<file path="config.mk">
export PLATFORM = sky130hd
export DESIGN_NAME = microchip_sync_fifo
export DESIGN_NICKNAME = d
export VERILOG_FILES = /design/src/rtl/microchip_sync_fifo.sv
export SDC_FILE = /design/constraint.sdc
export NUM_CORES = 1
export LEC_CHECK = 0
export ABC_AREA = 1
export CAP_MARGIN = 30
export CELL_PAD_IN_SITES_DETAIL_PLACEMENT = 2
export CELL_PAD_IN_SITES_GLOBAL_PLACEMENT = 2
export CORE_MARGIN = 2
export CORE_UTILIZATION = 30
export CTS_BUF_LIST = sky130_fd_sc_hd__clkbuf_2
export CTS_CLUSTER_DIAMETER = 100
export DETAILED_ROUTE_END_ITERATION = 7
export PLACE_DENSITY = 0.63
export SLEW_MARGIN = 30
export SYNTH_ARGS = -nofsm -noshare
export SYNTH_HDL_FRONTEND = slang
export SYNTH_SLANG_ARGS = --single-unit
</file>
<file path="constraint.sdc">
create_clock -name CLK -period 4.31 [get_ports CLK]
set_input_delay 0.6465 -clock CLK [delete_from_list [all_inputs] [get_ports CLK]]
set_output_delay 0.6465 -clock CLK [all_outputs]
set_load 0.01 [all_outputs]
</file>
<file path="src/rtl/microchip_sync_fifo.sv">
// Single-clock FIFO with registered read data, almost-full flag and sticky error flags.
// Read latency 1; no backpressure: rejected writes set OVF and rejected reads set UNF.
module microchip_sync_fifo #(
    parameter int WIDTH       = 12,
    parameter int DEPTH       = 64,
    parameter int AFULL_LEVEL = DEPTH - 4
) (
    input  logic                     CLK,
    input  logic                     ALn,
    input  logic                     CLR,
    input  logic                     W_EN,
    input  logic [WIDTH-1:0]         W_DATA,
    input  logic                     R_EN,
    output logic [WIDTH-1:0]         R_DATA,
    output logic                     R_VALID,
    output logic                     FULL,
    output logic                     EMPTY,
    output logic                     AFULL,
    output logic [$clog2(DEPTH):0]   COUNT,
    output logic                     OVF,
    output logic                     UNF
);

    localparam int AW = $clog2(DEPTH);
    localparam int CW = AW + 1;

    logic [WIDTH-1:0] mem [DEPTH];
    logic [AW-1:0]    wr_ptr;
    logic [AW-1:0]    rd_ptr;
    logic [CW-1:0]    count;
    logic             rd_acc;
    logic             wr_acc;
    logic             wr_rej;
    logic             rd_rej;

    // Flags come only from the count register, so no request input reaches an output.
    assign EMPTY = (count == '0);
    assign FULL  = (count == CW'(DEPTH));
    assign AFULL = (count >= CW'(AFULL_LEVEL));
    assign COUNT = count;

    // A read frees a slot in the same cycle, so a full FIFO may still accept a write.
    assign rd_acc = !CLR && R_EN && !EMPTY;
    assign wr_acc = !CLR && W_EN && (!FULL || rd_acc);
    assign wr_rej = !CLR && W_EN && !wr_acc;
    assign rd_rej = !CLR && R_EN && EMPTY;

    always_ff @(posedge CLK) begin
        if (wr_acc) begin
            mem[wr_ptr] <= W_DATA;
        end
    end

    always_ff @(posedge CLK or negedge ALn) begin
        if (!ALn) begin
            R_DATA <= '0;
        end else if (rd_acc) begin
            R_DATA <= mem[rd_ptr];
        end
    end

    always_ff @(posedge CLK or negedge ALn) begin
        if (!ALn) begin
            R_VALID <= 1'b0;
        end else begin
            R_VALID <= rd_acc;
        end
    end

    always_ff @(posedge CLK or negedge ALn) begin
        if (!ALn) begin
            wr_ptr <= '0;
        end else if (CLR) begin
            wr_ptr <= '0;
        end else if (wr_acc) begin
            wr_ptr <= wr_ptr + AW'(1);
        end
    end

    always_ff @(posedge CLK or negedge ALn) begin
        if (!ALn) begin
            rd_ptr <= '0;
        end else if (CLR) begin
            rd_ptr <= '0;
        end else if (rd_acc) begin
            rd_ptr <= rd_ptr + AW'(1);
        end
    end

    always_ff @(posedge CLK or negedge ALn) begin
        if (!ALn) begin
            count <= '0;
        end else if (CLR) begin
            count <= '0;
        end else if (wr_acc != rd_acc) begin
            count <= wr_acc ? count + CW'(1) : count - CW'(1);
        end
    end

    always_ff @(posedge CLK or negedge ALn) begin
        if (!ALn) begin
            OVF <= 1'b0;
        end else if (CLR) begin
            OVF <= 1'b0;
        end else if (wr_rej) begin
            OVF <= 1'b1;
        end
    end

    always_ff @(posedge CLK or negedge ALn) begin
        if (!ALn) begin
            UNF <= 1'b0;
        end else if (CLR) begin
            UNF <= 1'b0;
        end else if (rd_rej) begin
            UNF <= 1'b1;
        end
    end

endmodule
</file>
== Word level (Yosys, flattened, before mapping) ==
Memories as Yosys holds them, arrays and structs flattened. A register that Yosys moved wholly into a read port is not among the register bits.
Index checks and enable logic that the tools add are counted.
Word-level totals
  register bits: 22
  RAM bits: 768
  input bits: 17
  memories: 1
Memories
  mem: words 64, width 12, rd ports 1, clocked after Yosys merged registers in 1, wr ports 1, line 27  | logic [WIDTH-1:0] mem [DEPTH];
Cells by class
  $add $sub $neg: 4
  $lt $le $gt $ge: 1
  equality and inequality tests: 2
  multiplexer cells: 13
  reduce and logical (&&, ||, !) cells: 18
Operators by type and width (count)
  6-bit two-way mux: 4
  7-bit two-way mux: 3
  6-bit by 1-bit adder with 6-bit output (second input constant): 2
  2-bit nonzero test: 5
  7-bit by 1-bit adder with 7-bit output (second input constant): 1
  7-bit equality test (second input constant): 1
  7-bit by 6-bit greater-or-equal comparator with 1-bit output (second input constant): 1
  7-bit zero test: 1
  7-bit by 1-bit subtractor with 7-bit output (second input constant): 1
  1-bit logical AND: 6
  1-bit two-way mux: 6
  1-bit zero test: 5
  1-bit logical OR: 1
  1-bit != test: 1

== Depth between registers and ports, before layout ==
Gate-level depths: netlist of the first run.
  depth after elaboration: 9
  depth in mapped cells: 16
  depth with buffers taken out: 15

== Worst setup path before layout of the first run ==
OpenSTA, ideal clock, no wires.
  path type: reg2reg
  from: reg count[0], in the netlist COUNT[0]
  to: reg count[6], in the netlist COUNT[6]
  arrival: 2.644 ns
  required time: 4.193 ns
  setup slack: 1.548 ns
  stages on the path, launching flop included: 17
  path buffers: 1
  clock period less this slack: 2.762 ns
  cell sequence: dfrtp_1 -> inv_1 -> nand4_1 -> nor3_1 -> nand2_1 -> nand2_2 -> inv_1 -> buf_2 -> fa_1 -> o21ai_0 -> nand2_1 -> nand2_1 -> a21oi_1 -> inv_1 -> nand2_1 -> nand3_1 -> nand2_1
On the way
  elaborated cells on any way between the ends: 14
RTL lines
  from (decl): line 30  | logic [CW-1:0] count;
  from (signal assigned): line 96  | count <= wr_acc ? count + CW'(1) : count - CW'(1);
  7-bit equality test *: line 38  | assign FULL = (count == CW'(DEPTH));
  net FULL: line 16  | output logic FULL,
  1-bit zero test *: line 44  | assign wr_acc = !CLR && W_EN && (!FULL || rd_acc);
  1-bit logical OR *: line 44
  1-bit logical AND *: line 44
  7-bit two-way mux: line 96
  7-bit two-way mux: line 95  | end else if (wr_acc != rd_acc) begin
  7-bit two-way mux: line 93  | end else if (CLR) begin
Mark *: on every way through the listed nets, which the timed path passes. The rest lies on a longest branch. The select of a mux whose other input is x is not followed.
A chain may end at the register's enable or synchronous reset.

== Final worst setup path of the first run ==
  from: reg count[0], in the netlist COUNT[0]
  to: out FULL
On the way
  cells in the longest elaborated chain, start to end: 1
Ends and longest elaborated chain (line)
  7-bit equality test: 38
  to (decl): 16
Every way passes these cells.

==> results of run 1 <==
cell families (layout without fill, tap and decap cells):
logic type | count (synthesis) | count (layout)
flops | 802 | 802
buf+inv | 292 | 702
xor+xnor | 6 | 6
fa+ha+maj | 9 | 9
compound gates | 197 | 197
simple gates | 1744 | 1744
other cells | 0 | 3
area by class of cell:
| class | count | area (µm²) |
|---|---|---|
| clock buffer | 308 | 1540 |
| clock inverter | 77 | 513 |
| antenna | 3 | 7.51 |
| sequential | 802 | 23900 |
| timing repair buffer | 192 | 1690 |
| multi-input combinational | 1956 | 8190 |
| tap | 1488 | 1860 |
| inverter | 125 | 482 |
| fill | 11845 | 72200 |
worst paths after layout:
check | startpoint | to | slack (ps) | depth (start not counted)
max | COUNT[0]$_DFFE_PN0P_ | FULL | 450 | 4
min | W_DATA[3] | mem[41][3]$_DFFE_PP_ | 240 | 2
max reg2reg | rd_ptr[0]$_DFFE_PN0P_ | R_DATA[4]$_DFFE_PN0P_ | 1000 | 12
min reg2reg | R_DATA[5]$_DFFE_PN0P_ | R_DATA[5]$_DFFE_PN0P_ | 510 | 2
max in group asynchronous | ALn | rd_ptr[0]$_DFFE_PN0P_ | 3340 | 5
min in group asynchronous | ALn | wr_ptr[1]$_DFFE_PN0P_ | 720 | 5
cells in the mapped netlist, drive strengths merged, types with 8 or more instances:
master	count	area, µm²
a21oi	55	275
buf	87	408
clkbuf	80	300
dfrtp	34	851
edfxtp	768	23100
ha	8	100
inv	124	465
nand2	1020	3830
nand3	337	1690
nand4	9	56.3
nor2	370	1390
o21ai	135	676
layer usage:
metal  vias to the layer above  global-route usage  share of wire
met1                     12381               0.269           0.44
li1                      10926                   -              -
met5                         -                   0              0
met4                         0              0.0804          0.033
met2                       562               0.343           0.48
met3                       197              0.0373          0.044
per-stage QoR:
step	area, µm²	utilization	std cells	setup WS [ps]	hold WS [ps]
floorplan	33300	-	3050	1550	351
global placement	35800	0.325	4536	891	470
detailed placement	35900	0.325	4537	827	477
CTS	38200	0.346	4948	183	53.6
global route	38200	0.346	4949	132	76.2
finish	38200	0.346	4951	452	242
critical path, stage by stage, from the launching register on:
cell	delay, ps
dfrtp_1	460
inv_1	150
nand4_1	140
nor3_1	360
clkdlybuf4s50_1	630
state kept, by name (all words and copies together), names as in the netlist:
name     flops
mem        768
R_DATA      12
COUNT        7
rd_ptr       6
wr_ptr       6
OVF          1
R_VALID      1
UNF          1
repair_timing:
item,CTS,global route
gates resized for setup,0,0
hold buffers,26,0
endpoints found under the setup margin,0,0
hold endpoints to repair,663,0
report_power, final:
part / internal, mW / switching (mW) / total [mW]
combinational: 1.09 / 2.71 / 3.80
clock: 2.36 / 3.32 / 5.68
sequential: 8.64 / 0.187 / 8.83
==> impl_metrics.yaml, run 1 <==
synthesis:
  synth_flop_cell: "edfxtp_1"
  synthAdderAreaFrac: 0.00361
  synth-compound-area-share: 0.0301
  async_flop_share: 0.0424
  synthXorXnorAreaFrac: 0.00158
  synth_mux_area_frac: 0
  synthSimpleGateAreaFrac: 0.211
  synth-seq-area-share: 0.719
  synth_edf_count: 768
  avgSynthCellArea_um2: 10.9
  synth-seq-cells: 802
  synth_warnings: 0
  synth_top_family_by_area: "simple AND/OR/NAND/NOR gates"
  synth_fp_nets: 3076
  ys_types: 30
  synthCells: 3050
  synthesis.area_um2: 33300
clock_network:
  clockBufferDepth: 3
  cts_buffers: 213
  clk-insertion-delay-late_ps: 1520
  tritoncts: "done"
  cts_sinks: 802
  cts_root_buf: "clkbuf_2"
  post-cts-setup-buffers: 0
  cts_htree_levels: 4
  path_clk_slew_ps: 120
finish:
  final_net_count: 3316
  final_common_cell: "nand2_1"
  drive_gt1_frac: 0.142
  areaGrowthSynthToFinish_pct: 14.8
  mostFrequentLayoutCells: "nand2_1 (1,018), edfxtp_1 (768), nor2_1 (370), nand3_1 (337), clkbuf_2 (308)"
detailed_routing:
  dr_total_vias: 24066
  drt_iter0_markers: 1400
  drt-pass1-iter-count: 5
  wl_per_cell_um: 23.5
  viasPerCell: 4.86
  wirelength_mm: 116
  ant_nets: 0
  drc: 0
worst_setup_path:
  path_max_fanout: 5
  crit_required_ps: 3660
  end_kind: "primary output"
  arrival_ps: 3210
  worstSetupPathType: "reg2out"
  cp-start-kind: "flip-flop"
floorplan:
  die_y_um: 337
  io_pins: 42
  start_util: 0.302
  die_area_um2: 114000
  core_area_um2: 110000
  fp.dieW_um: 337
  fp-row-count: 122
timing:
  maxSlewHeadroom: 0.339
  finalSetupViolations: 0
  finalHoldViolations: 0
  period_needed_ps: 3860
  maxSlewViolCount: 0
  worst_slew_pin_slew_ps: 992
  fin_skew_ps: 133
  fin_setup_tns_ps: 0
  fmax_ghz: 0.259
  fin_crit_sh: 0.895
  rsz0062_at_grt: "no"
run:
  drv_cap: 0
power:
  power_per_cell_area_nw_per_um2: 479
  ir_worst_vdd_uv: 342
  p_leak_nw: 14.7
  p_total_mw: 18.3
global_routing:
  first_global_vias: 26448
  grt_pass1_wl_mm: 172
  track_usage: 0.207
  grt_max_degree: 157
  grt_overflow_total: 0
  antenna_found_initial: 6
run_status:
  outcome: "finished clean"
min_path:
  hold_class: "in2reg"
placement:
  dp_hpwl_mm: 73.5
  gp_congestion: 0.826
  io_buffers: 41
Note: power is estimated with default switching activity, not from simulation.
==> run 2, diff against run 1 <==
--- a/config.mk
+++ b/config.mk
@@ -13,6 +13,7 @@
 export CORE_UTILIZATION = 30
 export CTS_BUF_LIST = sky130_fd_sc_hd__clkbuf_2
 export CTS_CLUSTER_DIAMETER = 100
+export CTS_CLUSTER_SIZE = 8
 export DETAILED_ROUTE_END_ITERATION = 7
 export PLACE_DENSITY = 0.63
 export SLEW_MARGIN = 30
==> run 2 against run 1 <==
First-iteration DRC count shrank 3.2%. Flip-flop and latch count is the same. Final cell count shrank 4.8%. Global-route usage shrank 0.31 points. Via count shrank 2.9%. Design area shrank 3.4%. Clock skew grew 5.3 ps. Sequential share of layout area grew 2.2 points. Die area is the same. Count of clock-buffer cells in the layout shrank 161. Critical path type unchanged.
==> impl_metrics.yaml, run 2 (synthesis gave the netlist of run 1 again) <==
run_status:
  outcome: "finished clean"
floorplan:
  fp-row-count: 122
  die_y_um: 337
  die_area_um2: 114000
  fp.dieW_um: 337
  io_pins: 42
  start_util: 0.302
  core_area_um2: 110000
worst_setup_path:
  worstSetupPathType: "reg2out"
  arrival_ps: 3050
  end_kind: "primary output"
  crit_required_ps: 3660
  regToRegStartpoint: "rd_ptr[0]$_DFFE_PN0P_"
  reg2reg_depth: 12
  cp-start-kind: "flip-flop"
  regToRegSetupSlack_ps: 1030
  path_max_fanout: 5
  crit_start: "COUNT[0]$_DFFE_PN0P_"
  r2r-end: "R_DATA[7]$_DFFE_PN0P_"
clock_network:
  cts_root_buf: "clkbuf_2"
  cts_sinks: 802
  tritoncts: "done"
  clk-insertion-delay-late_ps: 1390
  path_clk_slew_ps: 160
  clockBufferDepth: 3
  cts_buffers: 110
  post-cts-setup-buffers: 0
  cts_htree_levels: 3
finish:
  areaGrowthSynthToFinish_pct: 10.9
  drive_gt1_frac: 0.0962
  final_net_count: 3207
  largest_register_ffs: 768
  mostFrequentLayoutCells: "nand2_1 (1,018), edfxtp_1 (768), nor2_1 (370), nand3_1 (337), clkbuf_2 (147)"
  fill_cells: 11832
  regMostFlops: "mem"
  final_common_cell: "nand2_1"
placement:
  pre_cts_slack_ps: 827
  dp_hpwl_mm: 73.5
  gp_congestion: 0.826
  io_buffers: 41
global_routing:
  met2_usage: 0.339
  antenna_found_initial: 4
  track_usage: 0.204
  met1_usage: 0.271
  first_global_vias: 25470
  grt_max_degree: 157
  grt_overflow_total: 0
  grt_busiest_layer: "met2"
  met3_usage: 0.0300
  grt_pass1_wl_mm: 169
timing:
  fin_setup_tns_ps: 0
  period_needed_ps: 3700
  fin_skew_ps: 138
  maxSlewHeadroom: 0.331
  fin_crit_sh: 0.858
  setup_ws_ps: 613
  fmax_ghz: 0.270
  rsz0062_at_grt: "no"
  worst_slew_pin_slew_ps: 1000
  finalHoldViolations: 0
  finalSetupViolations: 0
  maxSlewViolCount: 0
power:
  p_sw_mw: 5.64
  seq_power_share: 0.541
  power_per_cell_area_nw_per_um2: 442
  p_leak_nw: 13.8
  switching_share: 0.345
  combPwrFrac: 0.233
  ir_worst_vdd_uv: 345
  p_int_mw: 10.7
  p_clk_frac: 0.226
run:
  drv_cap: 0
detailed_routing:
  drt-pass1-iter-count: 5
  wirelength_mm: 115
  drc: 0
  wl_per_cell_um: 24.4
  dr_total_vias: 23358
  ant_nets: 0
  drt_iter0_markers: 1355
  viasPerCell: 4.95
min_path:
  hp-start: "W_DATA[5]"
  hold_class: "in2reg"
  whs_path_depth: 2
  min_to: "mem[45][5]$_DFFE_PP_"
## run 2: changes by cell type in the layout (fill, tap and decap cells not counted), moves of 6 or more
cell / previous run / this run
clkinv_2: 14 / 2
bufinv_16: 7 / 1
clkinv_1: 49 / 0
clkbuf_2: 308 / 147
dlygate4sd3_1: 25 / 18
## run 2: area by class of cell
type                            instances  area (µm²)  area share
Sequential cell                       802       23900       0.648
Inverter                              125         482      0.0131
Clock buffer                          147         736      0.0199
Antenna cell                            3        7.51    0.000203
Tap cell                             1488        1860      0.0504
Multi-Input combinational cell       1956        8190       0.222
Timing Repair Buffer                  186        1640      0.0445
Clock inverter                          8        67.6     0.00183
## run 2: worst max-delay path, cell delays in order (launching register included)
cell and delay (ps):
dfrtp_1 480, inv_1 150, nand4_1 160, nor3_1 320, clkdlybuf4s50_1 620
## run 2: how the worst max path moves through the flow
| stage | cells after the start | to | slack [ps] |
|---|---|---|---|
| 2_1_floorplan | 16 | COUNT[6]$_DFFE_PN0P_ | 1550 |
| 3_3_place_gp | 15 | COUNT[6]$_DFFE_PN0P_ | 890 |
| 3_5_place_dp | 11 | mem[43][7]$_DFFE_PP_ | 830 |
| 4_1_cts | 4 | FULL | 360 |
| 5_1_grt | 4 | FULL | 310 |
| 6_report | 4 | FULL | 610 |
## run 2: layer usage
metal  up-vias  routed length (µm)
li1      10553                   -
met1     12139               51300
met2       490               55200
met3       176                4860
met4         0                3580
met5         -                   0
## run 2: what timing repair did
item,CTS,global route
hold endpoints to repair,509,0
resized for setup,0,0
hold buffers,19,0
## run 2: per-stage QoR
stage                     instance area, µm²  utilization  instances  power, mW  hold slack (ps)
after floorplan                        33300            -       3050       11.1              351
after global placement                 35800        0.325       4536       12.7              470
after detailed placement               35900        0.325       4537       12.8              477
after CTS                              36900        0.334       4711       16.6             66.0
after global routing                   36900        0.334       4714       17.2             89.6
final                                  36900        0.334       4715       16.3              238
## run 2: power by group through the flow
stage               clock (mW)  combinational (mW)  sequential [mW]
floorplan                    0                2.20             8.92
global placement             0                3.69             9.00
detailed placement           0                3.81             9.01
CTS                       3.88                3.85             8.84
global route              4.14                4.23             8.85
finish                    3.68                3.81             8.83
==> run 3, diff against run 2 <==
--- a/config.mk
+++ b/config.mk
@@ -16,7 +16,6 @@
 export CTS_CLUSTER_SIZE = 8
 export DETAILED_ROUTE_END_ITERATION = 7
 export PLACE_DENSITY = 0.63
-export SLEW_MARGIN = 30
 export SYNTH_ARGS = -nofsm -noshare
 export SYNTH_HDL_FRONTEND = slang
 export SYNTH_SLANG_ARGS = --single-unit
==> run 3 against run 2 <==
Register-to-register slack better by 50 ps. Flip-flop and latch count is the same. Global-route usage hardly changed. Count of clock-buffer cells in the layout up 3. Via count hardly changed. Critical path depth did not move.
==> impl_metrics.yaml, run 3 (synthesis gave the netlist of run 1 again) <==
power:
  p_int_mw: 10.9
  p_clk_frac: 0.233
  seq_power_share: 0.537
  power_per_cell_area_nw_per_um2: 445
  p_leak_nw: 13.8
  switching_share: 0.339
  p_total_mw: 16.5
  ir_worst_vdd_uv: 342
  p_sw_mw: 5.59
  combPwrFrac: 0.230
floorplan:
  fp.dieW_um: 337
  die_area_um2: 114000
  die_y_um: 337
  fp-row-count: 122
  start_util: 0.302
  core_area_um2: 110000
  io_pins: 42
detailed_routing:
  drc: 0
  wl_per_cell_um: 24.3
  drt_iter0_markers: 1441
  ant_nets: 0
  drt-pass1-iter-count: 5
  wirelength_mm: 115
  dr_total_vias: 23376
  viasPerCell: 4.95
global_routing:
  grt_max_degree: 157
  first_global_vias: 25539
  track_usage: 0.203
  antenna_found_initial: 3
  grt_overflow_total: 0
  grt_pass1_wl_mm: 170
placement:
  dp_hpwl_mm: 73.6
  gp_congestion: 0.826
  place_area_um2: 35900
  io_buffers: 41
  dp_cells: 4539
timing:
  fin_skew_ps: 121
  maxSlewViolCount: 0
  rsz0062_at_grt: "no"
  fin_setup_tns_ps: 0
  fmax_ghz: 0.268
  finalHoldViolations: 0
  finalSetupViolations: 0
  worst_slew_pin_slew_ps: 1010
  fin_crit_sh: 0.865
  maxSlewHeadroom: 0.330
  period_needed_ps: 3730
run:
  drv_cap: 0
min_path:
  hp-start: "W_DATA[5]"
  hold_class: "in2reg"
worst_setup_path:
  regToRegStartpoint: "rd_ptr[0]$_DFFE_PN0P_"
  regToRegSetupSlack_ps: 1080
  arrival_ps: 3080
  path_max_fanout: 5
  crit_start: "COUNT[2]$_DFFE_PN0P_"
  crit_required_ps: 3660
  cp-start-kind: "flip-flop"
  worstSetupPathType: "reg2out"
  end_kind: "primary output"
clock_network:
  cts_sinks: 802
  tritoncts: "done"
  cts_root_buf: "clkbuf_2"
  cts_htree_levels: 3
  clockBufferDepth: 3
  cts_buffers: 110
  path_clk_slew_ps: 170
  clk-insertion-delay-late_ps: 1350
finish:
  largest_register_ffs: 768
  final_net_count: 3210
  areaGrowthSynthToFinish_pct: 11.3
  regMostFlops: "mem"
  final_common_cell: "nand2_1"
  fin_area_um2: 37000
  mostFrequentLayoutCells: "nand2_1 (1,018), edfxtp_1 (768), nor2_1 (370), nand3_1 (337), clkbuf_2 (150)"
  finalNonFillerCells: 4719
  drive_gt1_frac: 0.0972
  post-route-util: 0.336
run_status:
  outcome: "finished clean"
==> run 3: changes by cell type in the layout (fill, tap and decap cells not counted) <==
cell           delta
clkinvlp_4        -1
clkbuf_2          +3
buf_16            -1
clkinv_2          -2
dlygate4sd3_1     +1
buf_2             +2
diode_2           -1
buf_12            +3
inv_2             -1
buf_4             -2
bufinv_16         +3
==> run 3: per-stage QoR <==
| step | hold slack (ps) | setup WS [ps] |
|---|---|---|
| floorplan | 351 | 1550 |
| global placement | 470 | 891 |
| detailed placement | 477 | 859 |
| CTS | 88.3 | 345 |
| global route | 173 | 268 |
| finish | 259 | 582 |
==> run 3: final timing paths <==
kind | to | cells past startpoint
hold reg to reg | R_DATA[5]$_DFFE_PN0P_ | 2
setup / recovery | FULL | 4
min in group asynchronous | R_DATA[3]$_DFFE_PN0P_ | 4
hold / removal | mem[54][5]$_DFFE_PP_ | 2
setup reg to reg | R_DATA[8]$_DFFE_PN0P_ | 11
max in group asynchronous | R_DATA[0]$_DFFE_PN0P_ | 4
==> run 3: area by class of cell <==
type	instances	area, µm²
Fill cell	11832	73300
Inverter	125	482
Antenna cell	2	5.00
Timing Repair Buffer	189	1680
Clock buffer	150	751
Tap cell	1488	1860
Sequential cell	802	23900
Clock inverter	7	136
Multi-Input combinational cell	1956	8190
==> run 3: routing by layer <==
metal,routed length (µm),track usage
met4,2810,0.0613
met1,51000,0.273
met5,0,0
met2,55800,0.342
met3,4940,0.0281
==> run 3: what timing repair did <==
action,in CTS,in global routing
hold endpoints to repair,515,0
resized for setup,0,0
setup buffers,0,0
setup endpoints to repair,0,0
hold buffers,20,0
==> run 3: worst max-delay path, cell delays in order, from the launching register on <==
cell and delay, ps:
dfrtp_1 500, inv_1 120, nand4_1 150, nor3_1 350
clkdlybuf4s50_1 630
==> run 3: power by group through the flow <==
stage	combinational (mW)	sequential [mW]	clock [mW]
after floorplan	2.20	8.92	0
after CTS	3.86	8.84	4.04
final	3.79	8.83	3.84
after global routing	4.24	8.85	4.30
after global placement	3.69	9.00	0
after detailed placement	3.81	9.01	0
